## src/rtl/func_scan_pkg.sv

```systemverilog
// Shared definitions for the function-table scanner.
// - scan_state_t   : FSM state encoding used by func_table_scanner
// - N_IN_DEF       : default input-code width of the function block under test
// - FUNC_TABLE_DEF : the team's reference 3-input function table
package func_scan_pkg;

    typedef enum logic [2:0] {
        IDLE,
        DRIVE,
        SAMPLE,
        COMPARE,
        DONE
    } scan_state_t;

    localparam int         N_IN_DEF       = 3;
    localparam logic [7:0] FUNC_TABLE_DEF = 8'h5A;

endpackage

```

## src/rtl/popcnt_first.sv

```systemverilog
// Combinational mismatch analysis of a truth-table difference vector.
// Ports:
//   diff_i  in   2**N_IN  captured table XOR expected table
//   cnt_o   out  N_IN+1   number of set bits in diff_i (can reach 2**N_IN)
//   first_o out  N_IN     lowest set bit position of diff_i, 0 when diff_i is 0
module popcnt_first #(
    parameter int N_IN = 3
) (
    input  logic [2**N_IN-1:0] diff_i,
    output logic [N_IN:0]      cnt_o,
    output logic [N_IN-1:0]    first_o
);

    // Walking from the top down lets the last hit overwrite first_o, leaving
    // the lowest mismatching index.
    always_comb begin
        cnt_o   = '0;
        first_o = '0;
        for (int i = 2**N_IN - 1; i >= 0; i--) begin
            cnt_o = cnt_o + (N_IN+1)'(diff_i[i]);
            if (diff_i[i]) begin
                first_o = N_IN'(i);
            end
        end
    end

endmodule

```

## src/rtl/func_table_scanner.sv

```systemverilog
// Reads back the truth table of a combinational N_IN-input function block.
// Sweeps sel_out over every code, holds each code for SETTLE cycles, samples
// fn_in, then compares the captured table with the expected table latched at
// start.
// Ports:
//   clk            in   1        clock, all state changes on posedge
//   reset_n        in   1        synchronous active-low reset
//   start          in   1        scan request, honoured only in IDLE
//   exp_table      in   2**N_IN  expected table (bit i = f(i)), latched at start
//   fn_in          in   1        output of the function block under test
//   sel_out        out  N_IN     code driven to the function block
//   busy           out  1        high from start acceptance through DONE
//   done           out  1        one-cycle pulse, results valid
//   table_out      out  2**N_IN  captured table
//   match          out  1        table_out equals the latched expected table
//   mismatch_cnt   out  N_IN+1   number of mismatching entries
//   first_bad_idx  out  N_IN     lowest mismatching index, 0 on match
module func_table_scanner
    import func_scan_pkg::*;
#(
    parameter int N_IN   = N_IN_DEF,
    parameter int SETTLE = 2
) (
    input  logic                 clk,
    input  logic                 reset_n,
    input  logic                 start,
    input  logic [2**N_IN-1:0]   exp_table,
    input  logic                 fn_in,
    output logic [N_IN-1:0]      sel_out,
    output logic                 busy,
    output logic                 done,
    output logic [2**N_IN-1:0]   table_out,
    output logic                 match,
    output logic [N_IN:0]        mismatch_cnt,
    output logic [N_IN-1:0]      first_bad_idx
);

    localparam int              TW          = 2**N_IN;
    localparam logic [N_IN-1:0] IDX_LAST    = N_IN'(TW - 1);
    localparam logic [3:0]      SETTLE_LAST = 4'(SETTLE - 1);

    scan_state_t       state_q, state_d;
    logic [N_IN-1:0]   idx_q, idx_d;
    logic [3:0]        settle_q, settle_d;
    logic [TW-1:0]     exp_q, exp_d;
    logic [TW-1:0]     table_q, table_d;
    logic              match_q, match_d;
    logic [N_IN:0]     cnt_q, cnt_d;
    logic [N_IN-1:0]   first_q, first_d;

    logic [TW-1:0]     diff;
    logic [N_IN:0]     pc_cnt;
    logic [N_IN-1:0]   pc_first;

    assign diff = table_q ^ exp_q;

    popcnt_first #(
        .N_IN (N_IN)
    ) u_popcnt_first (
        .diff_i  (diff),
        .cnt_o   (pc_cnt),
        .first_o (pc_first)
    );

    always_ff @(posedge clk) begin
        if (!reset_n) begin
            state_q  <= IDLE;
            idx_q    <= '0;
            settle_q <= '0;
            exp_q    <= '0;
            table_q  <= '0;
            match_q  <= 1'b0;
            cnt_q    <= '0;
            first_q  <= '0;
        end else begin
            state_q  <= state_d;
            idx_q    <= idx_d;
            settle_q <= settle_d;
            exp_q    <= exp_d;
            table_q  <= table_d;
            match_q  <= match_d;
            cnt_q    <= cnt_d;
            first_q  <= first_d;
        end
    end

    always_comb begin
        state_d  = state_q;
        idx_d    = idx_q;
        settle_d = settle_q;
        exp_d    = exp_q;
        table_d  = table_q;
        match_d  = match_q;
        cnt_d    = cnt_q;
        first_d  = first_q;
        busy     = (state_q != IDLE);
        done     = 1'b0;

        case (state_q)
            IDLE: begin
                if (start) begin
                    exp_d    = exp_table;
                    table_d  = '0;
                    match_d  = 1'b0;
                    cnt_d    = '0;
                    first_d  = '0;
                    idx_d    = '0;
                    settle_d = '0;
                    state_d  = DRIVE;
                end
            end
            DRIVE: begin
                settle_d = settle_q + 4'd1;
                if (settle_q == SETTLE_LAST) begin
                    state_d = SAMPLE;
                end
            end
            SAMPLE: begin
                table_d[idx_q] = fn_in;
                // Terminal test before increment keeps idx from wrapping, so
                // sel_out parks on the last code after the scan.
                if (idx_q == IDX_LAST) begin
                    state_d = COMPARE;
                end else begin
                    idx_d    = idx_q + 1'b1;
                    settle_d = '0;
                    state_d  = DRIVE;
                end
            end
            COMPARE: begin
                match_d = (diff == '0);
                cnt_d   = pc_cnt;
                first_d = pc_first;
                state_d = DONE;
            end
            DONE: begin
                done    = 1'b1;
                state_d = IDLE;
            end
            default: begin
                state_d = IDLE;
            end
        endcase
    end

    assign sel_out       = idx_q;
    assign table_out     = table_q;
    assign match         = match_q;
    assign mismatch_cnt  = cnt_q;
    assign first_bad_idx = first_q;

endmodule

```

## config.mk

```make
export PLATFORM = sky130hd
export DESIGN_NAME = func_table_scanner
export DESIGN_NICKNAME = d
export VERILOG_FILES = /design/src/rtl/func_scan_pkg.sv /design/src/rtl/popcnt_first.sv /design/src/rtl/func_table_scanner.sv
export SDC_FILE = /design/constraint.sdc
export NUM_CORES = 1
export LEC_CHECK = 0
export ABC_AREA = 1
export BUFFER_PORTS_ARGS = -buffer_cell sky130_fd_sc_hd__buf_2
export CORE_ASPECT_RATIO = 1.2
export CORE_MARGIN = 4
export CORE_UTILIZATION = 55
export CTS_CLUSTER_SIZE = 14
export DETAILED_ROUTE_END_ITERATION = 10
export HOLD_SLACK_MARGIN = 0.03
export PLACE_DENSITY = 0.85
export REMOVE_ABC_BUFFERS = 1
export SLEW_MARGIN = 10
export SYNTH_ARGS = -nofsm -noshare
export SYNTH_HDL_FRONTEND = slang
export SYNTH_SLANG_ARGS = --single-unit
```

## constraint.sdc

```tcl
create_clock -name clk -period 4.68 [get_ports clk]
set_input_delay 0.936 -clock clk [delete_from_list [all_inputs] [get_ports clk]]
set_output_delay 0.936 -clock clk [all_outputs]
set_load 0.03 [all_outputs]
```

==> results by group, run 1 <==
STA
  • Tmin final: 3.464 ns
  • Slew @ Worst Pin: 0.7306 ns
  • Worst Skew: 0.0009129 ns
  • Rel. slew slack: 0.5099
  • Fmax: 0.2887 GHz
  • Endpoints failing hold: 0
  • RSZ-0062 raised after global routing: no
  • Period utilization: 0.7402
  • Final Setup Violations: 0
  • Final TNS setup: 0 ns
  • WHS: 0.4648 ns
  • Max-slew violations: 0
  • Final worst slack: 1.216 ns

Clock network
  • Root Driver: clkbuf_4
  • Depth of the CTS H-tree: 2
  • TritonCTS buffer count: 5
  • Clock sink count: 34
  • Clk slew on worst S/H paths: 0.10 ns
  • Post-CTS Hold Buffers: 0
  • Post-CTS Setup Inserts: 0
  • Insertion delay to the later sink of the worst-skew pair: 0.34 ns
  • CTS tree: built
  • Post-CTS sizing: 0
  • Clock Path Buffers: 2

Floorplan
  • I/O pin count: 33
  • Initial Utilization: 0.5809
  • Die height: 70.79 µm
  • Die ar.: 4270 µm²
  • Die span in x: 60.32 µm
  • Core Area: 3110 µm²
  • Row cnt: 22

Detailed routing
  • Post-DRT Antenna Nets: 0
  • DRT Pass-1 Iters: 4
  • DRC: 0
  • Vias: 1626
  • WL per Instance: 11.80 µm
  • Post-Route WL: 3669 µm
  • Initial DRC count: 48
  • Avg Vias per Cell: 5.228

Logic synthesis
  • Synth Instances: 239
  • Sequential share of the synthesized area: 0.3767
  • Post-Syn Area: 1807 µm²
  • Count of yosys warnings during synthesis: 0
  • Synth area leader: dfxtp_1
  • Synth top area cells: dfxtp_1 38%, nand2_1 12%, a21oi_1 7.8%
  • Area fraction of the dominant cell type after synthesis: 0.3767
  • Syn_area_per_cell: 7.560 µm²
  • Yosys reg bits: 34
  • Yosys cell types: 31

Pwr
  • Maximum VDD drop: 0.2696 mV
  • Power Density: 327.3 nW/µm²
  • Switch share: 0.3227
  • Total power after layout: 0.6777 mW
  • Flop pwr share: 0.473
  • Clock Power Share: 0.300
  • Static leakage: 0.9459 nW
  • Gate power share: 0.227
  • Cell Int Power: 0.4590 mW
  • Psw: 0.2187 mW

Place
  • Placer congestion estimate: 0.8631
  • Pre-CTS setup slack: 1.220 ns
  • Final HPWL DP: 2753 µm
  • Port bufs: 32

Setup path
  • Worst-path fanout max: 3
  • Worst EP required: 4.94 ns
  • Crit Path Class: reg2reg
  • CP Buf/Inv Count: 1
  • Critical Path Sink Type: flip-flop
  • Worst path max stage delay: 0.53 ns
  • Crit-path most repeated cell: fa_1
  • CP delay by family, top: adder cells
  • CP max stage cell: fa_1
  • Worst-path cell chain: xor2_1 -> inv_1 -> ha_1 -> fa_1 -> fa_1 -> fa_1 -> fa_1 -> or2_2 -> a21oi_1
  • Crit start category: flip-flop
  • CP arrival: 3.72 ns

Global routing
  • GRT Overall Usage: 0.1911
  • Largest net degree at the start of global routing: 28
  • Total grt overflow: 0
  • First-pass GRT wire length: 6341 µm
  • Number of global-route vias before repair: 1509
  • Initial antenna violation count: 0

Final layout
  • Layout cells sized above 1: 0.2073
  • Layout filler cell count: 279
  • Most frequent cells in the layout: 58 x nand2_1, 34 x dfxtp_1, 32 x buf_2
  • Area of the multi-input gates: 991.0 µm²
  • Number of diodes: 0
  • Seq. cell area: 680.7 µm²
  • NumNets Final: 299
  • Area grow syn2layout: 14.61%
  • Commonest non-fill, non-tap cell in the layout: nand2_1

Worst hold path
  • Hold WC Path Type: reg2reg

Run
  • Max Cap Violations: 0

Outcome
  • Outcome: finished, final reports clean
-- power groups by stage --
stage          combinational (mW)  clock (mW)  sequential, mW
2_1_floorplan               0.108           0           0.334
3_5_place_dp                0.153           0           0.327
6_report                    0.154       0.203           0.321
3_3_place_gp                0.149           0           0.327
5_1_grt                     0.176       0.219           0.323
4_1_cts                     0.155       0.207           0.320
-- state kept, by name, indices dropped and copies added, names as in the netlist --
signal and count:
settle_q 4, table_out 8, state_q 3, sel_out 3, match 1, exp_q 8
first_bad_idx 3, mismatch_cnt 4
-- layout make-up --
type	instances	share of cell area
inverters	30	0.05559
repair buffers	32	0.07734
well taps	36	0.02175
clock buffers	8	0.03807
flip-flops and latches	34	0.3287
multi-input cells	171	0.4785
-- cells in the mapped netlist, drive strengths merged --
master	number
inv	29
a21oi	28
and2	2
buf	2
clkinv	1
fa	4
ha	9
o21ai	12
clkbuf	2
nand3	13
xor2	2
nor2	16
or2	5
a31oi	1
nor3	3
xnor2	7
o211ai	3
nand2	61
nand4	5
dfxtp	34
-- metrics by stage --
step | utilization | cell area [µm²] | std cells
floorplan | - | 1787 | 235
global placement | 0.6404 | 1992 | 303
detailed placement | 0.6404 | 1992 | 303
CTS | 0.6657 | 2071 | 311
global route | 0.6657 | 2071 | 311
finish | 0.6657 | 2071 | 311
-- metal layers --
layer / track usage / vias to the layer above / wire length, µm
li1: - / 838 / -
met1: 0.2414 / 743 / 1682
met2: 0.3053 / 40 / 1741
met3: 0.06934 / 5 / 202
met4: 0.04926 / 0 / 43
met5: 0 / - / 0
-- kinds of logic after synthesis --
group	count (synthesis)	share of synthesized area
AND/OR/NAND/NOR	105	0.2652
AO/OA/AOI/OAI	44	0.1330
adder cells (fa/ha/maj)	13	0.1067
XOR/XNOR	9	0.04363
buffers and inverters	34	0.07479
flip-flops	34	0.3767
-- worst reg2reg max path: stages, from the launching register on --
cell	delay [ns]
dfxtp_1	0.38
xor2_1	0.22
inv_1	0.10
ha_1	0.33
fa_1	0.53
fa_1	0.52
fa_1	0.47
fa_1	0.43
or2_2	0.29
a21oi_1	0.13
-- path summary, 6_finish.rpt --
check / startpoint / to / slack [ns] / depth (start not counted)
max: table_out[6] / mismatch_cnt[1] / 1.22 / 9
min: first_bad_idx[1] / first_bad_idx[1] / 0.46 / 2
max reg2reg: table_out[6] / mismatch_cnt[1] / 1.22 / 9
min reg2reg: first_bad_idx[1] / first_bad_idx[1] / 0.46 / 2
No activity file was read; power rests on OpenSTA's default activity.
==> inputs of run 2 (changes only) <==
ABC_AREA = 0   (was 1)
CORE_UTILIZATION = 50   (was 55)
PLACE_DENSITY = 0.81   (was 0.85)
clock period = 2.9 ns   (was 4.68 ns; I/O delays follow)
==> run 2 against run 1 <==
  * The flow now finishes with violations (setup timing)
  * Via count rose by 2.8%
  * Utilization fell by 4.7 points
  * Sequential cell count did not move
  * Clock skew rose by 0.0030 ns
  * Die area rose by 19%
  * Cell area rose by 12%
  * Non-clock buffer count rose by 10
  * Setup slack got worse by 1.4 ns
  * Register-to-register slack got worse by 1.4 ns
  * Sequential share of layout area fell by 3.5 points
  * Wire length rose by 12%
  * Synthesized area rose by 11%
  * Largest cell class unchanged
  * Highest routed layer unchanged
==> results by group, run 2 <==
Setup path
  • Worst reg2reg endpoint: mismatch_cnt[1]
  • CP delay by family, top: adder cells
  • CP max stage cell: fa_1
  • Critical Path Sink Type: flip-flop
  • Worst path max stage delay: 0.53 ns
  • Worst EP required: 3.07 ns
  • Crit Path Class: reg2reg
  • Setup slack, reg-to-reg: -0.14 ns
  • CP arrival: 3.21 ns
  • FF-to-FF path depth: 8
  • Reg2reg start: exp_q[7]
  • Worst-path cell chain: xor2_2 -> ha_1 -> fa_1 -> fa_1 -> fa_2 -> fa_2 -> o22ai_1 -> and2_1
  • Worst-path fanout max: 2
  • Crit start category: flip-flop
  • CP Buf/Inv Count: 0

Final layout
  • Non-filler cells, final: 313
  • Layout Utilization: 0.6190
  • Layout cells sized above 1: 0.2452
  • Area grow syn2layout: 15.77%
  • Most frequent cells in the layout: 32 x dfxtp_1, 32 x buf_2, 31 x nand2_1
  • Number of diodes: 0
  • NumNets Final: 286

STA
  • Fmax: 0.3285 GHz
  • Rel. slew slack: 0.4674
  • Period utilization: 1.050
  • Final worst slack: -0.1440 ns
  • Worst Skew: 0.003914 ns
  • WHS: 0.4626 ns
  • RSZ-0062 raised after global routing: yes
  • Slew @ Worst Pin: 0.7977 ns
  • Final TNS setup: -0.2111 ns
  • Final Setup Violations: 2
  • Endpoints failing hold: 0
  • Max-slew violations: 0
  • Tmin final: 3.044 ns

Place
  • Placer congestion estimate: 0.7737
  • Port bufs: 32
  • Final HPWL DP: 3039 µm
  • Post-placement cell count: 305

Floorplan
  • Initial Utilization: 0.5347
  • Core Area: 3754 µm²
  • Row cnt: 24
  • Die ar.: 5096 µm²
  • I/O pin count: 33
  • Die height: 77.40 µm
  • Die span in x: 65.84 µm

Detailed routing
  • DRC: 0
  • Vias: 1671
  • Initial DRC count: 81
  • Post-Route WL: 4126 µm
  • DRT Pass-1 Iters: 4
  • WL per Instance: 13.18 µm
  • Avg Vias per Cell: 5.339
  • Post-DRT Antenna Nets: 0

Outcome
  • Failing checks: setup timing
  • Outcome: finished with violations

Pwr
  • Static leakage: 1.029 nW
  • Maximum VDD drop: 0.2775 mV
  • Power Density: 444.0 nW/µm²

Clock network
  • Clock sink count: 34
  • Clock Path Buffers: 2
  • Insertion delay to the later sink of the worst-skew pair: 0.28 ns
  • CTS tree: built
  • Depth of the CTS H-tree: 2
  • Clk slew on worst S/H paths: 0.07 ns
  • TritonCTS buffer count: 5
  • Root Driver: clkbuf_8

Logic synthesis
  • Yosys cell types: 46
  • Synth Instances: 225
  • Ys flop type: dfxtp_1
  • Synth top area cells: dfxtp_1 34%, nand2_1 5.8%, ha_1 5.6%
  • Count of yosys warnings during synthesis: 0
  • Number of synthesized flops with an enable pin: 0
  • Syn_area_per_cell: 8.920 µm²
  • Most common cell in the synthesized netlist: dfxtp_1
  • Yosys reg bits: 34
  • Sequential share of the synthesized area: 0.3392
  • FFs w/ async S/R, synth: 0
  • Synth cell count leaders: 34 x dfxtp_1, 31 x nand2_1, 13 x nand3_1
  • Post-Syn Area: 2007 µm²
  • Synth area leader: dfxtp_1
  • Area fraction of the dominant cell type after synthesis: 0.3392

Worst hold path
  • Hold WC Path Type: reg2reg
  • Hold Startpoint: match
  • Hold path depth: 2
  • Hold EP: match

Global routing
  • Largest net degree at the start of global routing: 32
  • First-pass GRT wire length: 6879 µm
  • Initial antenna violation count: 0
  • Number of global-route vias before repair: 1503
  • GRT Overall Usage: 0.1733
  • Total grt overflow: 0

Run
  • Max Cap Violations: 0
run 2: cell count changes after synthesis, moves of 4 or more:
cell      previous run  this run
a21boi_0             0         9
a21boi_1             0         8
a21oi_1             28         2
buf_4                1         7
inv_1               25        12
mux2i_1              0         4
nand2_1             58        31
nor2b_1              0        10
o21ai_0             10         5
or2_2                4         0
run 2: report_power, final:
group          switching (mW)  internal (mW)
combinational           0.110         0.0873
clock                   0.156          0.165
sequential             0.0289          0.484
total                   0.295          0.736
run 2: area by class of cell:
cell class | instances | area [µm²]
inverter | 12 | 45.04
clock buffer | 7 | 76.32
sequential | 34 | 683.2
fill | 338 | 1430
multi-input combinational | 166 | 1219
tap | 52 | 65.06
timing repair buffer | 42 | 235.2
run 2: metal layers:
metal / share of wire / GRT usage / vias to the layer above
met5: 0 / 0 / -
met3: 0.035 / 0.03468 / 4
met2: 0.51 / 0.2979 / 34
li1: - / - / 839
met1: 0.44 / 0.2083 / 794
met4: 0.014 / 0.06846 / 0
run 2: cell families after synthesis:
family                     share of synthesized area
AOI/OAI and AO/OA                             0.1390
adders and majority gates                    0.09601
DFF                                           0.3392
and+or+nand+nor                               0.2899
muxes                                        0.01995
buffers and inverters                        0.06359
xor gates and xnor gates                     0.05237
run 2: metrics by stage:
step / area [µm²] / worst slack, ns / power (mW)
final: 2323 / -0.1440 / 1.032
after global routing: 2323 / -0.2110 / 1.090
after CTS: 2306 / -0.1178 / 1.039
after detailed placement: 2217 / -0.3101 / 0.7158
after global placement: 2217 / -0.2537 / 0.7097
after floorplan: 1924 / -0.4582 / 0.6541
run 2: worst max path at each step:
stage                            start              end  slack, ns  depth (start not counted)
after global routing          exp_q[7]  mismatch_cnt[1]      -0.21                          8
after global placement        exp_q[6]  mismatch_cnt[2]      -0.25                          9
after detailed placement      exp_q[6]  mismatch_cnt[2]      -0.31                          9
after CTS                     exp_q[7]  mismatch_cnt[2]      -0.12                          9
final                         exp_q[7]  mismatch_cnt[1]      -0.14                          8
after floorplan           table_out[7]  mismatch_cnt[2]      -0.46                          9
run 2: worst register-to-register path: stages, from the launching register on:
cell     delay [ns]
dfxtp_2        0.33
xor2_2         0.17
ha_1           0.32
fa_1           0.53
fa_1           0.44
fa_2           0.37
fa_2           0.52
o22ai_1        0.07
and2_1         0.18
run 2: what timing repair did:
action / in CTS / in global routing
pin swaps: 5 / 0
setup buffers: 0 / 1
gates resized for setup: 4 / 3
setup endpoints to repair: 2 / 2
endpoints found under the hold margin: 0 / 0
hold buffers: 0 / 0
==> inputs of run 3 (changes only) <==
ABC_AREA = 1   (was 0)
CORE_UTILIZATION = 49   (was 50)
PLACE_DENSITY = 0.78   (was 0.81)
==> run 3 against run 2 <==
  * The flow still finishes with violations (setup timing)
  * Critical path depth increased by 1
  * Fmax rose by 0.55%
  * Total power increased by 18%
  * Combinational power increased by 44%
  * Worst hold slack gained 0.0016 ns
==> results by group, run 3 (same netlist as run 1, synthesis figures left out) <==
Detailed routing
  • Post-Route WL: 4263 µm
  • DRT Pass-1 Iters: 4
  • Avg Vias per Cell: 5.170
  • Initial DRC count: 92
  • WL per Instance: 12.92 µm
  • Vias: 1706
  • DRC: 0
  • Post-DRT Antenna Nets: 0

Pwr
  • Power Density: 533.2 nW/µm²
  • Maximum VDD drop: 0.2713 mV
  • Static leakage: 1.049 nW
  • Total power after layout: 1.217 mW

Floorplan
  • Core Area: 3453 µm²
  • I/O pin count: 33
  • Die ar.: 4726 µm²
  • Initial Utilization: 0.5232
  • Row cnt: 23
  • Die span in x: 63.43 µm
  • Die height: 74.52 µm

STA
  • Endpoints failing hold: 0
  • RSZ-0062 raised after global routing: yes
  • Slew @ Worst Pin: 0.4535 ns
  • Fmax: 0.3303 GHz
  • Rel. slew slack: 0.6955
  • Final worst slack: -0.1272 ns
  • Tmin final: 3.027 ns
  • Period utilization: 1.044
  • Final Setup Violations: 2
  • Worst Skew: 0.004638 ns
  • Max-slew violations: 0

Final layout
  • Non-filler cells, final: 330
  • Number of diodes: 0
  • Final Cell Area: 2282 µm²
  • Seq. cell area: 685.7 µm²
  • Layout cells sized above 1: 0.2969
  • Commonest non-fill, non-tap cell in the layout: nand2_1
  • Layout Utilization: 0.6609
  • Area of the multi-input gates: 1030 µm²
  • Most frequent cells in the layout: 58 x nand2_1, 32 x buf_2, 30 x dfxtp_1
  • Area grow syn2layout: 26.32%
  • NumNets Final: 317
  • Layout filler cell count: 294

Outcome
  • Failing checks: setup timing
  • Outcome: finished with violations

Clock network
  • Root Driver: clkbuf_8
  • Post-CTS Hold Buffers: 0
  • TritonCTS buffer count: 5
  • Insertion delay to the later sink of the worst-skew pair: 0.28 ns
  • Clock sink count: 34
  • Clock Path Buffers: 2
  • CTS tree: built
  • Depth of the CTS H-tree: 2
  • Clk slew on worst S/H paths: 0.07 ns

Place
  • Placer congestion estimate: 0.8584
  • Placed instance area: 2076 µm²
  • Post-placement cell count: 315
  • Final HPWL DP: 3005 µm
  • Port bufs: 32

Global routing
  • Largest net degree at the start of global routing: 18
  • Total grt overflow: 0
  • Initial antenna violation count: 0
  • Number of global-route vias before repair: 1705
  • GRT Overall Usage: 0.1970
  • First-pass GRT wire length: 7369 µm

Setup path
  • CP arrival: 3.24 ns
  • Worst EP required: 3.11 ns
  • FF-to-FF path depth: 9
  • Critical Path Sink Type: flip-flop
  • Crit Path Class: reg2reg
  • Crit start category: flip-flop
  • Worst-path fanout max: 2

Run
  • Max Cap Violations: 0

Worst hold path
  • Hold WC Path Type: reg2reg
  • Hold path depth: 2
run 3: changes by cell type in the layout (fill, tap and decap cells not counted), moves of 4 or more:
cell,previous run,this run
buf_4,10,18
a21oi_1,2,27
a21boi_0,8,0
a21boi_1,9,0
nand2_1,31,58
o21ai_0,5,10
inv_2,0,5
mux2i_1,4,0
inv_1,12,23
nor2b_1,10,0
run 3: path summary, 6_finish.rpt:
check / end / startpoint / slack, ns
max: mismatch_cnt[1] / table_out[7] / -0.13
min: first_bad_idx[1] / first_bad_idx[1] / 0.46
min reg2reg: first_bad_idx[1] / first_bad_idx[1] / 0.46
max reg2reg: mismatch_cnt[1] / table_out[7] / -0.13
run 3: worst max-delay path, stage by stage, from the launching register on:
cell	delay, ns
dfxtp_2	0.33
xnor2_2	0.18
inv_2	0.07
ha_4	0.24
fa_1	0.56
fa_1	0.44
fa_2	0.36
fa_2	0.42
or2_4	0.24
a21oi_2	0.11
run 3: metrics by stage:
stage / setup WS [ns] / hold WS [ns] / setup TNS [ns]
2_1_floorplan: -0.5920 / 0.4431 / -1.295
3_3_place_gp: -0.3937 / 0.4486 / -0.6597
3_5_place_dp: -0.4462 / 0.4519 / -0.7599
4_1_cts: -0.1501 / 0.4630 / -0.2236
5_1_grt: -0.2247 / 0.4925 / -0.3485
6_report: -0.1272 / 0.4642 / -0.1379
run 3: cell type report:
class,count,area share
Multi-Input combinational cell,171,0.4512
Sequential cell,34,0.3004
Timing Repair Buffer,50,0.1294
Inverter,30,0.05044
Clock buffer,8,0.04825
Tap cell,37,0.02029
run 3: layer usage:
| metal | share of wire | track usage |
|---|---|---|
| met2 | 0.50 | 0.3399 |
| met3 | 0.053 | 0.04532 |
| met5 | 0 | 0 |
| met4 | 0.023 | 0.1127 |
| met1 | 0.42 | 0.2264 |
run 3: timing repair:
action,in CTS,in global routing
gates resized for setup,8,5
setup buffers,6,1
setup endpoints to repair,3,4
pin swaps,11,3
run 3: power breakdown:
part           total [mW]  switching, mW  internal, mW
registers           0.519         0.0282         0.491
clock network       0.415          0.175         0.240
logic               0.283          0.174         0.109
total                1.22          0.378         0.839
